===== config.mk =====
export PLATFORM = sky130hd
export DESIGN_NAME = md_sequencer
export DESIGN_NICKNAME = d
export VERILOG_FILES = /design/src/rtl/md_sequencer.sv
export SDC_FILE = /design/constraint.sdc
export NUM_CORES = 1
export LEC_CHECK = 0
export ABC_CLOCK_PERIOD_IN_PS = 12040
export BUFFER_PORTS_ARGS = -buffer_cell sky130_fd_sc_hd__buf_2
export CAP_MARGIN = 0
export CORE_MARGIN = 2
export CORE_UTILIZATION = 30
export DETAILED_ROUTE_END_ITERATION = 10
export MAX_ROUTING_LAYER = met4
export PLACE_DENSITY_LB_ADDON = 0.25
export SLEW_MARGIN = 25
export SYNTH_ARGS = -nofsm -noshare
export SYNTH_HDL_FRONTEND = slang
export SYNTH_SLANG_ARGS = --single-unit

===== constraint.sdc =====
create_clock -name clk -period 12.04 [get_ports clk]
set_input_delay 0.602 -clock clk [delete_from_list [all_inputs] [get_ports clk]]
set_output_delay 0.602 -clock clk [all_outputs]
set_load 0.005 [all_outputs]

===== src/rtl/md_sequencer.sv =====
// md_sequencer: iterative RV32M multiply/divide controller for the execute stage.
// Optional macro MD_FAST_MUL_EN: multiplies use a one-shot 33x33 product and skip CALC.
module md_sequencer (
  input  logic        clk,
  input  logic        rst,
  input  logic        de2ex_inst_valid_ffout,
  input  logic        de2ex_MD_OP_ffout,
  input  logic [2:0]  de2ex_aluop_ffout,
  input  logic [31:0] de2ex_rd_oprand1_ffout,
  input  logic [31:0] de2ex_rd_oprand2_ffout,
  input  logic [4:0]  de2ex_wr_regindex_ffout,
  input  logic        md_flush,
  output logic        md_stall,
  output logic        md_busy,
  output logic        md_done,
  output logic [31:0] md_result,
  output logic [4:0]  md_wr_regindex
);

  // Handshake: req acts as valid from de2ex; md_stall is the inverse of ready and holds
  // de2ex until md_done, after which the pipeline advances at the end of that cycle.
  typedef enum logic [1:0] {IDLE, CALC, FIX, DONE} state_e;

  state_e      state_q, state_d;
  logic [4:0]  cnt_q, cnt_d;
  logic [2:0]  op_q, op_d;
  logic [4:0]  rd_q, rd_d;
  logic [31:0] opb_q, opb_d;
  logic [63:0] acc_q, acc_d;
  logic [32:0] rem_q, rem_d;
  logic [31:0] quo_q, quo_d;
  logic        neg_q, neg_d;
  logic [31:0] res_q, res_d;
  logic [4:0]  wrrd_q, wrrd_d;

  logic        req, is_div, op1_sgn, op2_sgn, op1_neg, op2_neg, div_zero, start_fix;
  logic [31:0] op1, op2, mag1, mag2;

  assign op1      = de2ex_rd_oprand1_ffout;
  assign op2      = de2ex_rd_oprand2_ffout;
  assign req      = de2ex_inst_valid_ffout & de2ex_MD_OP_ffout & (state_q == IDLE);
  assign is_div   = de2ex_aluop_ffout[2];
  assign op1_sgn  = is_div ? ~de2ex_aluop_ffout[0] : (de2ex_aluop_ffout != 3'd3);
  assign op2_sgn  = is_div ? ~de2ex_aluop_ffout[0] : ~de2ex_aluop_ffout[1];
  assign op1_neg  = op1_sgn & op1[31];
  assign op2_neg  = op2_sgn & op2[31];
  assign mag1     = op1_neg ? (~op1 + 32'd1) : op1;
  assign mag2     = op2_neg ? (~op2 + 32'd1) : op2;
  assign div_zero = is_div & (op2 == 32'd0);

`ifdef MD_FAST_MUL_EN
  logic signed [32:0] fast_a, fast_b;
  logic signed [63:0] fast_p;
  assign fast_a    = {op1_neg, op1};
  assign fast_b    = {op2_neg, op2};
  assign fast_p    = 64'(fast_a) * 64'(fast_b);
  assign start_fix = div_zero | ~is_div;
`else
  assign start_fix = div_zero;
`endif

  // One iteration of shift-add multiply and restoring divide.
  logic [32:0] mul_sum;
  logic [63:0] mul_step;
  logic [33:0] div_shift, div_diff;
  assign mul_sum   = {1'b0, acc_q[63:32]} + (acc_q[0] ? {1'b0, opb_q} : 33'd0);
  assign mul_step  = {mul_sum, acc_q[31:1]};
  assign div_shift = {rem_q, quo_q[31]};
  assign div_diff  = div_shift - {2'b00, opb_q};

  logic [63:0] prod_fix;
  logic [31:0] quo_fix, rem_fix, res_sel;
  always_comb begin
    prod_fix = neg_q ? (~acc_q + 64'd1) : acc_q;
    quo_fix  = neg_q ? (~quo_q + 32'd1) : quo_q;
    rem_fix  = neg_q ? (~rem_q[31:0] + 32'd1) : rem_q[31:0];
    case (op_q)
      3'd0:       res_sel = prod_fix[31:0];
      3'd1, 3'd2,
      3'd3:       res_sel = prod_fix[63:32];
      3'd4, 3'd5: res_sel = quo_fix;
      default:    res_sel = rem_fix;
    endcase
  end

  always_ff @(posedge clk or posedge rst) begin
    if (rst) state_q <= IDLE;
    else     state_q <= state_d;
  end

  always_comb begin
    state_d = state_q;
    case (state_q)
      IDLE:    if (req) state_d = start_fix ? FIX : CALC;
      CALC:    if (cnt_q == 5'd31) state_d = FIX;
      FIX:     state_d = DONE;
      DONE:    state_d = IDLE;
      default: state_d = IDLE;
    endcase
    if (md_flush) state_d = IDLE;
  end

  always_comb begin
    md_stall = req | (state_q == CALC) | (state_q == FIX);
    md_busy  = (state_q != IDLE);
    md_done  = (state_q == DONE);
  end

  always_comb begin
    cnt_d  = cnt_q;
    op_d   = op_q;
    rd_d   = rd_q;
    opb_d  = opb_q;
    acc_d  = acc_q;
    rem_d  = rem_q;
    quo_d  = quo_q;
    neg_d  = neg_q;
    res_d  = res_q;
    wrrd_d = wrrd_q;
    if (!md_flush) begin
      case (state_q)
        IDLE: if (req) begin
          op_d  = de2ex_aluop_ffout;
          rd_d  = de2ex_wr_regindex_ffout;
          cnt_d = 5'd0;
          if (div_zero) begin
            // Divide by zero: architected results, no sign fix.
            quo_d = 32'hFFFF_FFFF;
            rem_d = {1'b0, op1};
            neg_d = 1'b0;
          end else if (is_div) begin
            quo_d = mag1;
            rem_d = 33'd0;
            opb_d = mag2;
            neg_d = de2ex_aluop_ffout[1] ? op1_neg : (op1_neg ^ op2_neg);
          end else begin
`ifdef MD_FAST_MUL_EN
            acc_d = fast_p;
            neg_d = 1'b0;
`else
            acc_d = {32'd0, mag2};
            opb_d = mag1;
            neg_d = op1_neg ^ op2_neg;
`endif
          end
        end
        CALC: begin
          cnt_d = cnt_q + 5'd1;
          if (op_q[2]) begin
            rem_d = div_diff[33] ? div_shift[32:0] : div_diff[32:0];
            quo_d = {quo_q[30:0], ~div_diff[33]};
          end else begin
            acc_d = mul_step;
          end
        end
        FIX: begin
          res_d  = res_sel;
          wrrd_d = rd_q;
        end
        default: ;
      endcase
    end
  end

  always_ff @(posedge clk or posedge rst) begin
    if (rst) begin
      cnt_q  <= 5'd0;
      op_q   <= 3'd0;
      rd_q   <= 5'd0;
      opb_q  <= 32'd0;
      acc_q  <= 64'd0;
      rem_q  <= 33'd0;
      quo_q  <= 32'd0;
      neg_q  <= 1'b0;
      res_q  <= 32'd0;
      wrrd_q <= 5'd0;
    end else begin
      cnt_q  <= cnt_d;
      op_q   <= op_d;
      rd_q   <= rd_d;
      opb_q  <= opb_d;
      acc_q  <= acc_d;
      rem_q  <= rem_d;
      quo_q  <= quo_d;
      neg_q  <= neg_d;
      res_q  <= res_d;
      wrrd_q <= wrrd_d;
    end
  end

  assign md_result      = res_q;
  assign md_wr_regindex = wrrd_q;

endmodule

==> metrics.txt <==
largest net degree at the start of global routing about 100; Mapped Cells roughly 2200; Core Footprint 56700 sq um; die area 59500 sq um; drt total wl between 60000 and 70000 microns; share of layout cells above drive strength 1 10.6%; Slew @ Worst Pin 1.01 ns; Sinks on Clock Net roughly 210; outcome finished, final reports clean; Critical Path Source Type flip-flop; cell taking the most area after synthesis dfrtp_1; Slew Viols, Final 0; Rel. slew slack 32.9%; Netlist cell types 79; Worst Path Arrival 4.79 ns; worst IR drop on VDD approximately 0.00024 V; Starting Density 30.5%; accumulated negative setup slack 0 ns; synthesized area around 17000 sq um; CTS clock-pin slew for the worst setup and hold paths 0.06 ns; max frequency 230 MHz; Syn Nets 2332; Clk Latency, worst-skew pair 0.58 ns; clock root buffer clkbuf_16; Yosys reg bits 214; Primary FF master, synth dfrtp_1; endpoints failing setup 0; Worst Setup Path Type reg -> reg; initial antenna violation count 1; via total after detailed routing 17200; Power Density 324 nW/um^2; Ys Warns 0; average wire per standard cell approximately 23 microns; CTS tree built; Async SR Flop Fraction 100%; DR DRC count 0; RSZ-0062 raised after global routing false; postcts setup bufs 0; first-pass GRT wire length ~100000 microns; # hold bufs at CTS 0; vias in the first global route about 16000; CTS buffer count 27; Max Cap Viol 0; worst clock skew 0.0214 ns; fin crit share between 30% and 40%; H-tree lvl count 1; chip height 244 microns; CP endpoint kind flip-flop; Final ANT Viol Nets 0; Mean Syn Cell Area 7.94 sq um; I/O pin count 117; Global Route Usage Sum 23.5%; maximum fanout along the worst path 44; CP required 12.48 ns; Finished Core Util about 34%; CP max-delay cell buf_4; min cycle time layout between 4 and 5 ns; grt ovf 0; global placement routability congestion approximately 1; Synth area leaders dfrtp_1 31%, xnor2_1 6.3%, o21ai_0 6.2%; vias per cell 5.76; Rows 87; ANT cells 0; sequential fraction of the synthesis area 31.0%; Yosys top cell area share 31.0%; cts repair resizes 0; Fin. Hold Viols 0; Largest stage delay, worst path approximately 0.5 ns; dpl hpwl roughly 53000 microns; crit path cell chain ha_1 -> a21oi_1 -> o221ai_1 -> a2111o_1 -> o21ai_1 -> a21oi_1 -> or2_1 -> o311ai_4 -> buf_4 -> mux2_2 -> a221oi_1 -> nor2_1; Post-synth EDFFs 0; drt pass-1 iters 6; Hold Crit Class in -> async; DRT iter0 DRCs around 1700; clk buf depth 3; P&R area growth vs syn 12.8%; NumNets Final 2371; Fill cells approximately 6000; Die X 244 microns; leakage 8.24 nW; Port Buffers 116; CP most frequent cell a21oi_1
[state kept, by name, summed over array words and instances, names as in the netlist]
name	cells
acc_q	64
rem_q	33
md_result	32
opb_q	32
quo_q	32
cnt_q	5
md_wr_regindex	5
rd_q	5
op_q	3
state_q	2
neg_q	1
[synthesized netlist by cell type, types with 30 or more instances]
master and count:
nand2_1 258, nor2_1 222, dfrtp_1 214, o21ai_0 213, a21oi_1 170, xnor2_1 125
clkbuf_1 115, xor2_1 103, ha_1 75, inv_1 70, o31ai_1 56, o22ai_1 47
a221oi_1 38, nor3_1 34, or3_1 32, nand3_1 30
[critical path, delay by kind of cell, from the launching register on]
| family | cells | cell delay, ns |
|---|---|---|
| buffers and inverters | 1 | 0.51 |
| multiplexers | 1 | 0.40 |
| AND/OR/NAND/NOR | 2 | 0.41 |
| AO/OA/AOI/OAI | 7 | 1.97 |
| adder cells (fa/ha/maj) | 1 | 0.42 |
| flip-flops | 1 | 0.48 |
[worst paths after layout]
kind                                            endpoint  slack (ns)  cells after the start                        from
hold reg to reg            md_wr_regindex[3]$_DFFE_PP0P_        0.47                      2         rd_q[3]$_DFFE_PP0P_
min in group clk                     rd_q[4]$_DFFE_PP0P_        0.22                      3  de2ex_wr_regindex_ffout[4]
setup reg to reg                   rem_q[10]$_DFFE_PP0P_        7.69                     12        rem_q[7]$_DFFE_PP0P_
max in group asynchronous          opb_q[20]$_DFFE_PP0P_       10.57                      3                         rst
hold / removal                       rd_q[2]$_DFFE_PP0P_        0.09                      2                         rst
setup / recovery                   rem_q[10]$_DFFE_PP0P_        7.69                     12        rem_q[7]$_DFFE_PP0P_
[per-stage QoR]
step / power (mW) / std cells / area [sq um] / setup WS (ns) / hold slack (ns)
floorplan: 4.10 / 2178 / 17300 / 5.59 / 0.439
global placement: 5.32 / 2944 / 18600 / 7.70 / 0.447
detailed placement: 5.36 / 2944 / 18600 / 7.77 / 0.453
CTS: 6.23 / 2992 / 19500 / 7.76 / 0.115
global route: 6.76 / 2992 / 19500 / 7.42 / 0.147
finish: 6.32 / 2992 / 19500 / 7.69 / 0.0853
[report_power, final]
group,total [mW],switching [mW],internal [mW]
registers,1.54,0.500,1.04
clock network,0.853,0.355,0.498
logic,3.93,2.45,1.47
total,6.32,3.31,3.01
[area by class of cell]
cell class                      instances  area, sq um  share of cell area (%)
Clock inverter                          9          113                   0.578
Inverter                               72          278                    1.42
Timing Repair Buffer                  137          746                    3.82
Sequential cell                       214         5360                    27.5
Multi-Input combinational cell       1765        11300                    57.8
Tap cell                              756          946                    4.85
Clock buffer                           39          791                    4.06
[layout by cell type, fill, tap and decap left out, types with 47 or more instances in the layout]
| master | n |
|---|---|
| nand2_1 | 257 |
| nor2_1 | 221 |
| dfrtp_1 | 213 |
| o21ai_0 | 212 |
| a21oi_1 | 169 |
| xnor2_1 | 125 |
| buf_2 | 116 |
| xor2_1 | 103 |
| ha_1 | 74 |
| inv_1 | 67 |
| o31ai_1 | 56 |
| o22ai_1 | 47 |
[cell families after synthesis]
logic type	synth area share [%]
flops	31.0
mux	1.69
fa+ha+maj	5.66
simple gates	19.1
xor+xnor	11.6
compound gates	26.6
buf+inv	4.42
[metal layers]
| layer | routed length (microns) | track usage [%] | vias to the layer above |
|---|---|---|---|
| met1 | 32600 | 34.0 | 8452 |
| met5 | 0 | - | - |
| li1 | - | - | 7974 |
| met4 | 2330 | 6.89 | 0 |
| met3 | 5340 | 3.38 | 103 |
| met2 | 28900 | 33.5 | 715 |
Power figures use the tool's default switching activity.
